<file path="src/rtl/serial_arith_pkg.sv">
// rtl/serial_arith_pkg.sv - shared FSM encoding and defaults for the serial arithmetic blocks
package serial_arith_pkg;

  localparam int DEFAULT_WIDTH = 8;

  typedef enum logic [1:0] {
    IDLE  = 2'd0,
    SHIFT = 2'd1,
    DONE  = 2'd2
  } state_t;

endpackage

</file>
<file path="src/rtl/full_adder_cell.sv">
// rtl/full_adder_cell.sv - one-bit full adder built from two half-adder stages
module full_adder_cell (
  input  logic a,
  input  logic b,
  input  logic ci,
  output logic s,
  output logic co
);

  logic hs1;
  logic hc1;
  logic hc2;

  assign hs1 = a ^ b;
  assign hc1 = a & b;
  assign s   = hs1 ^ ci;
  assign hc2 = hs1 & ci;
  assign co  = hc1 | hc2;

endmodule

</file>
<file path="src/rtl/serial_adder.sv">
// rtl/serial_adder.sv - LSB-first bit-serial adder with valid/ready operand and result handshakes
// Optional signed-overflow output enabled by defining SERIAL_ADD_OVF_EN.
module serial_adder
  import serial_arith_pkg::*;
#(
  parameter int WIDTH = DEFAULT_WIDTH,
  localparam int CNT_W = $clog2(WIDTH + 1)
) (
  input  logic             clk,
  input  logic             rst,
  input  logic             in_valid,
  output logic             in_ready,
  input  logic [WIDTH-1:0] a,
  input  logic [WIDTH-1:0] b,
  input  logic             cin,
  output logic             out_valid,
  input  logic             out_ready,
  output logic [WIDTH-1:0] sum,
  output logic             cout
`ifdef SERIAL_ADD_OVF_EN
  ,
  output logic             ovf
`endif
);

  localparam logic [CNT_W-1:0] LAST_BIT = CNT_W'(WIDTH - 1);

  state_t           state;
  logic [WIDTH-1:0] a_sr;
  logic [WIDTH-1:0] b_sr;
  logic [WIDTH-1:0] sum_sr;
  logic [CNT_W-1:0] count;
  logic             carry;
  logic             fa_s;
  logic             fa_co;

  full_adder_cell u_fa (
    .a  (a_sr[0]),
    .b  (b_sr[0]),
    .ci (carry),
    .s  (fa_s),
    .co (fa_co)
  );

  assign in_ready = (state == IDLE);
  // Sum bits enter at the MSB, so after WIDTH shifts bit 0 sits at sum_sr[0].
  assign sum      = sum_sr;

  always_ff @(posedge clk or posedge rst) begin
    if (rst) begin
      state     <= IDLE;
      a_sr      <= '0;
      b_sr      <= '0;
      sum_sr    <= '0;
      count     <= '0;
      carry     <= 1'b0;
      cout      <= 1'b0;
      out_valid <= 1'b0;
`ifdef SERIAL_ADD_OVF_EN
      ovf       <= 1'b0;
`endif
    end else begin
      case (state)
        IDLE: begin
          if (in_valid) begin
            a_sr  <= a;
            b_sr  <= b;
            carry <= cin;
            count <= '0;
            state <= SHIFT;
          end
        end
        SHIFT: begin
          a_sr   <= a_sr >> 1;
          b_sr   <= b_sr >> 1;
          sum_sr <= {fa_s, sum_sr[WIDTH-1:1]};
          carry  <= fa_co;
          count  <= count + 1'b1;
          if (count == LAST_BIT) begin
            state     <= DONE;
            out_valid <= 1'b1;
            cout      <= fa_co;
`ifdef SERIAL_ADD_OVF_EN
            // Here carry is the carry into the MSB and fa_co the carry out of it.
            ovf       <= carry ^ fa_co;
`endif
          end
        end
        DONE: begin
          if (out_ready) begin
            state     <= IDLE;
            out_valid <= 1'b0;
          end
        end
        default: state <= IDLE;
      endcase
    end
  end

endmodule
</file>
<file path="config.mk">
export PLATFORM = sky130hd
export DESIGN_NAME = serial_adder
export DESIGN_NICKNAME = d
export VERILOG_FILES = /design/src/rtl/serial_arith_pkg.sv /design/src/rtl/full_adder_cell.sv /design/src/rtl/serial_adder.sv
export SDC_FILE = /design/constraint.sdc
export NUM_CORES = 1
export LEC_CHECK = 0
export CORE_UTILIZATION = 54
export DETAILED_ROUTE_END_ITERATION = 6
export PLACE_DENSITY = 0.91
export SLEW_MARGIN = 25
export SYNTH_ARGS = -nofsm -noshare
export SYNTH_HDL_FRONTEND = slang
export SYNTH_SLANG_ARGS = --single-unit
</file>
<file path="constraint.sdc">
create_clock -name clk -period 3.5 [get_ports clk]
set_clock_uncertainty 0.15 [all_clocks]
set_input_delay 0.7 -clock clk [delete_from_list [all_inputs] [get_ports clk]]
set_output_delay 0.7 -clock clk [all_outputs]
set_load 0.01 [all_outputs]
</file>
Word-level counts from Yosys, hierarchy flattened

Cells that the tools add are included.

Input port bits: 21
Word-level logic and storage cells: 42
Register bits after elaboration: 33
Output and inout port bits: 11

Multiplexer cells: 15
Equality and inequality tests: 6
Bitwise logic cells: 5
Reduce and logical (&&, ||, !) cells: 7
Add/subtract/negate cells: 1

Operators with widths:

| kind                | count |
|---|---|
| $pmux 8 s2          | 2 |
| $mux 8              | 2 |
| $pmux 4 s2          | 1 |
| $mux 2              | 3 |
| $ne 2x2->1 const B  | 3 |
| $pmux 2 s3          | 1 |
| $reduce_and 3->1    | 2 |
| $add 4x1->4 const B | 1 |
| $eq 4x3->1 const B  | 1 |
| $mux 4              | 1 |
| $pmux 1 s2          | 2 |
| $reduce_and 2->1    | 2 |
| $reduce_bool 2->1   | 2 |
| $mux 1              | 3 |
| $and 1x1->1         | 2 |
| $eq 2x1->1 const B  | 1 |
| $eq 2x2->1 const B  | 1 |
| $logic_not 2->1     | 1 |
| $xor 1x1->1         | 2 |
| $or 1x1->1          | 1 |

Depth between registers and ports, before layout

Depth after elaboration: 4
Depth in mapped cells: 5
Depth with buffers taken out: 4

Hierarchy

Synthesis repeated with hierarchy kept, for this count alone.

Cells, all modules: 160
Area, all modules: 1566.5 µm²

By module, submodules not included:

| module          | times used | sequential area each (µm²) | area an instance (µm²) | cells each |
|---|---|---|---|---|
| serial_adder    | 1          | 825.8                      | 1546.5                 | 159 |
| full_adder_cell | 1          | 0.0                        | 20.0                   | 1 |

Worst setup path before layout

OpenSTA, ideal clock, no wires.

Kind: register to output
Start: register state[0]
End: output port in_ready
Data arrival time: 0.905 ns
Path buffers: 2
Required time: 2.650 ns
Stages on the path, launching flop included: 4
Path slack: 1.745 ns
Cell sequence: dfrtp_1 -> buf_4 -> clkbuf_1 -> nor2_1

Word-level cells in the longest chain between the ends: 1

Ends and longest elaborated chain:

| what                   | RTL line           | text |
|---|---|---|
| start, declared        | serial_adder.sv:28 | `state_t state;` |
| start signal, assigned | serial_adder.sv:51 | `state <= IDLE;` |
| start signal, assigned | serial_adder.sv:70 | `state <= SHIFT;` |
| start signal, assigned | serial_adder.sv:80 | `state <= DONE;` |
| $logic_not 2->1        | serial_adder.sv:45 | `assign in_ready = (state == IDLE);` |
| end, declared          | serial_adder.sv:12 | `output logic in_ready,` |

Every way passes these cells.

Worst setup path after layout

Same ends and word-level chain as after synthesis.

==> impl_metrics.tcl <==
set metrics [dict create \
    drive_above_1_share_pct 8.377 \
    clk_pin_slew_worst_paths_ps 100 \
    yosys.cell_types.count 29 \
    arrival_ps 1690 \
    fmax_ghz 0.3934 \
    syn_area_per_cell_um2 9.666 \
    cts_buffers 5 \
    drv_slew 0 \
    ys_async_sr_fraction_pct 100.0 \
    maxCapViolCount 0 \
    crit_fanout 18 \
    vias_per_cell 5.766 \
    core_area_um2 2734 \
    worst-setup-path-type "flop to output pin" \
    setup_tns_ps 0 \
    antenna_left 0 \
    grt_max_degree 34 \
    synth_top_cell_area_share_pct 53.40 \
    grt_pass1_vias 1222 \
    drc 0 \
    regToRegSetupSlack_ps 1540 \
    io_pins 32 \
    dp_hpwl_um 2252 \
    synth_compound_area_share_pct 20.06 \
    period_needed_ps 2542 \
    synth_cells 160 \
    synth_ff_type "dfrtp_1" \
    grt.overflow.total 0 \
    firstDrtPassIters 4 \
    cp-end-kind "output pin" \
    min_from "sum[0]$_DFFE_PP0P_" \
    drt_wl_total_um 3203 \
    final_common_cell "nand2_1" \
    period_share_pct 72.63 \
    hold_violations 0 \
    yosysWarnings 0 \
    synth_top_family_by_area "compound AO/OA/AOI/OAI gates" \
    ir_drop_mv 0.4755 \
    ys_ff_latch 33 \
    r2r-start "state[0]$_DFFE_PP0P_" \
    cts.sinks 33 \
    synth-simple-area-share_pct 18.37 \
    critPathRequiredTime_ps 2650 \
    relSlewSlack_pct 55.63 \
    synth-edff-count 0 \
    syn_area_um2 1546 \
    tightest_slew_ps 662.5 \
    status "complete, no violations" \
    post_drt_wl_per_cell_um 14.43 \
    cts-root-buf "clkbuf_4" \
    first_iter_violations 59 \
    synth_area_leaders "dfrtp_1 53%, nand2_1 8.7%, a22oi_1 5.3%, o21ai_1 5.2%, nor2b_1 4.4%" \
    final-instance-count-excl-fill 222 \
    r2r_end "cout$_DFFE_PP0P_" \
    fp-row-count 19 \
    grt_usage_pct 23.27 \
    synth_nets 183 \
    cts_hold_buffers 0 \
    start_kind "flop" \
    fp.dieW_um 55.52 \
    cts_buffer_depth 2 \
    synth_mux_area_share_pct 1.456 \
    cts_tree "done" \
    setup_viol 0 \
    nNetsFinal 213 \
    layout_common_cells "36 x nand2_1, 33 x dfrtp_1, 31 x clkdlybuf4s50_1" \
    holdCritPathClass "flop to flop" \
    yosys.area.top_type "dfrtp_1" \
    num_antenna_cells 0 \
    postCtsSetupBuffers 0 \
    min_to "sum[0]$_DFFE_PP0P_" \
    seq_area_frac_synth_pct 53.40 \
    grt_pass1_wl_um 5416 \
    synth-xor-area-share_pct 0 \
    htreeDepth 2 \
    place.gp.congestion 0.7428 \
    die-area_um2 3082 \
    die_h_um 55.52 \
    initial_core_util_pct 56.57 \
    p_leak_nw 0.8757 \
    p_per_area_nw_per_um2 749.9 \
    rsz0062_at_grt "false" \
    area_growth_pct 24.60 \
    synth_adder_area_share_pct 2.104 \
    placed_cells 214 \
    r2r_cells 3 \
    vias 1280 \
    io_buffers 31 \
    cts_resized 0 \
    antenna_found_initial 0 \
    min_path_cells 2 \
    clock_latency_ps 350 \
    total_power_mw 1.445 \
]
report_power, final:
group          internal, mW  leakage [nW]  switching [mW]
clock network         0.116        0.0413           0.128
registers             0.523         0.428           0.120
logic                 0.278         0.406           0.278
total                 0.918         0.876           0.527
synthesized netlist by cell type (2+ instances only):
cell and n:
a22oi_1 11, o21ai_1 16, clkbuf_1 2, a21oi_1 13
and3b_1 3, buf_4 2, o21ai_0 2, nand2b_1 2
nor2_1 4, nor2b_1 11, buf_2 6, inv_1 2
nand2_1 36, nand3_1 2, a22o_1 2, dfrtp_1 33
how the worst max path moves through the flow:
stage / start / endpoint / slack (ps) / cells after the start
floorplan: state[0]$_DFFE_PP0P_ / in_ready / 1740 / 3
global placement: in_valid / a_sr[4]$_DFFE_PP0P_ / 1060 / 4
detailed placement: in_valid / a_sr[4]$_DFFE_PP0P_ / 880 / 4
CTS: state[0]$_DFFE_PP0P_ / in_ready / 980 / 2
global route: state[0]$_DFFE_PP0P_ / in_ready / 900 / 2
finish: state[0]$_DFFE_PP0P_ / in_ready / 960 / 2
critical path, stage by stage (launching register included):
cell	delay (ps)
dfrtp_1	600
nor2_1	190
clkdlybuf4s50_1	560
state kept, by name (all words and copies together) (netlist names):
register   flops
sum            8
b_sr           8
count          4
carry          1
cout           1
state          2
out_valid      1
a_sr           8
final cells by class:
| class | instances | area [um^2] |
|---|---|---|
| flip-flops and latches | 33 | 825.8 |
| fillers | 220 | 807.0 |
| multi-input cells | 114 | 651.9 |
| repair buffers | 34 | 332.8 |
| clock buffers | 7 | 65.06 |
| well taps | 31 | 38.79 |
| inverters | 2 | 7.507 |
| clock inverters | 1 | 5.005 |
per-stage QoR:
step,hold WS (ps),util [%],worst slack (ps),instance area [um^2]
2_1_floorplan,300.0,-,1745,1546
3_3_place_gp,308.0,67.83,1062,1854
3_5_place_dp,324.6,67.83,879.6,1854
4_1_cts,348.8,70.39,976.8,1924
5_1_grt,357.7,70.48,901.8,1927
6_report,340.3,70.48,958.0,1927
cells by family (layout without fill, tap and decap cells):
family / after synthesis / count (layout)
buffers and inverters: 13 / 44
adder cells (fa/ha/maj): 2 / 2
AO/OA/AOI/OAI: 50 / 50
flip-flops: 33 / 33
AND/OR/NAND/NOR: 60 / 60
multiplexers: 2 / 2
metal layers:
metal  global-route usage (%)  part of all wire (%)  up-vias
li1                         -                     -      609
met1                    29.23                    41      610
met2                    36.14                    50       47
met3                    5.621                   4.9       14
met4                    14.64                   3.5        0
met5                        0                     0        -
Power figures use the tool's default switching activity.
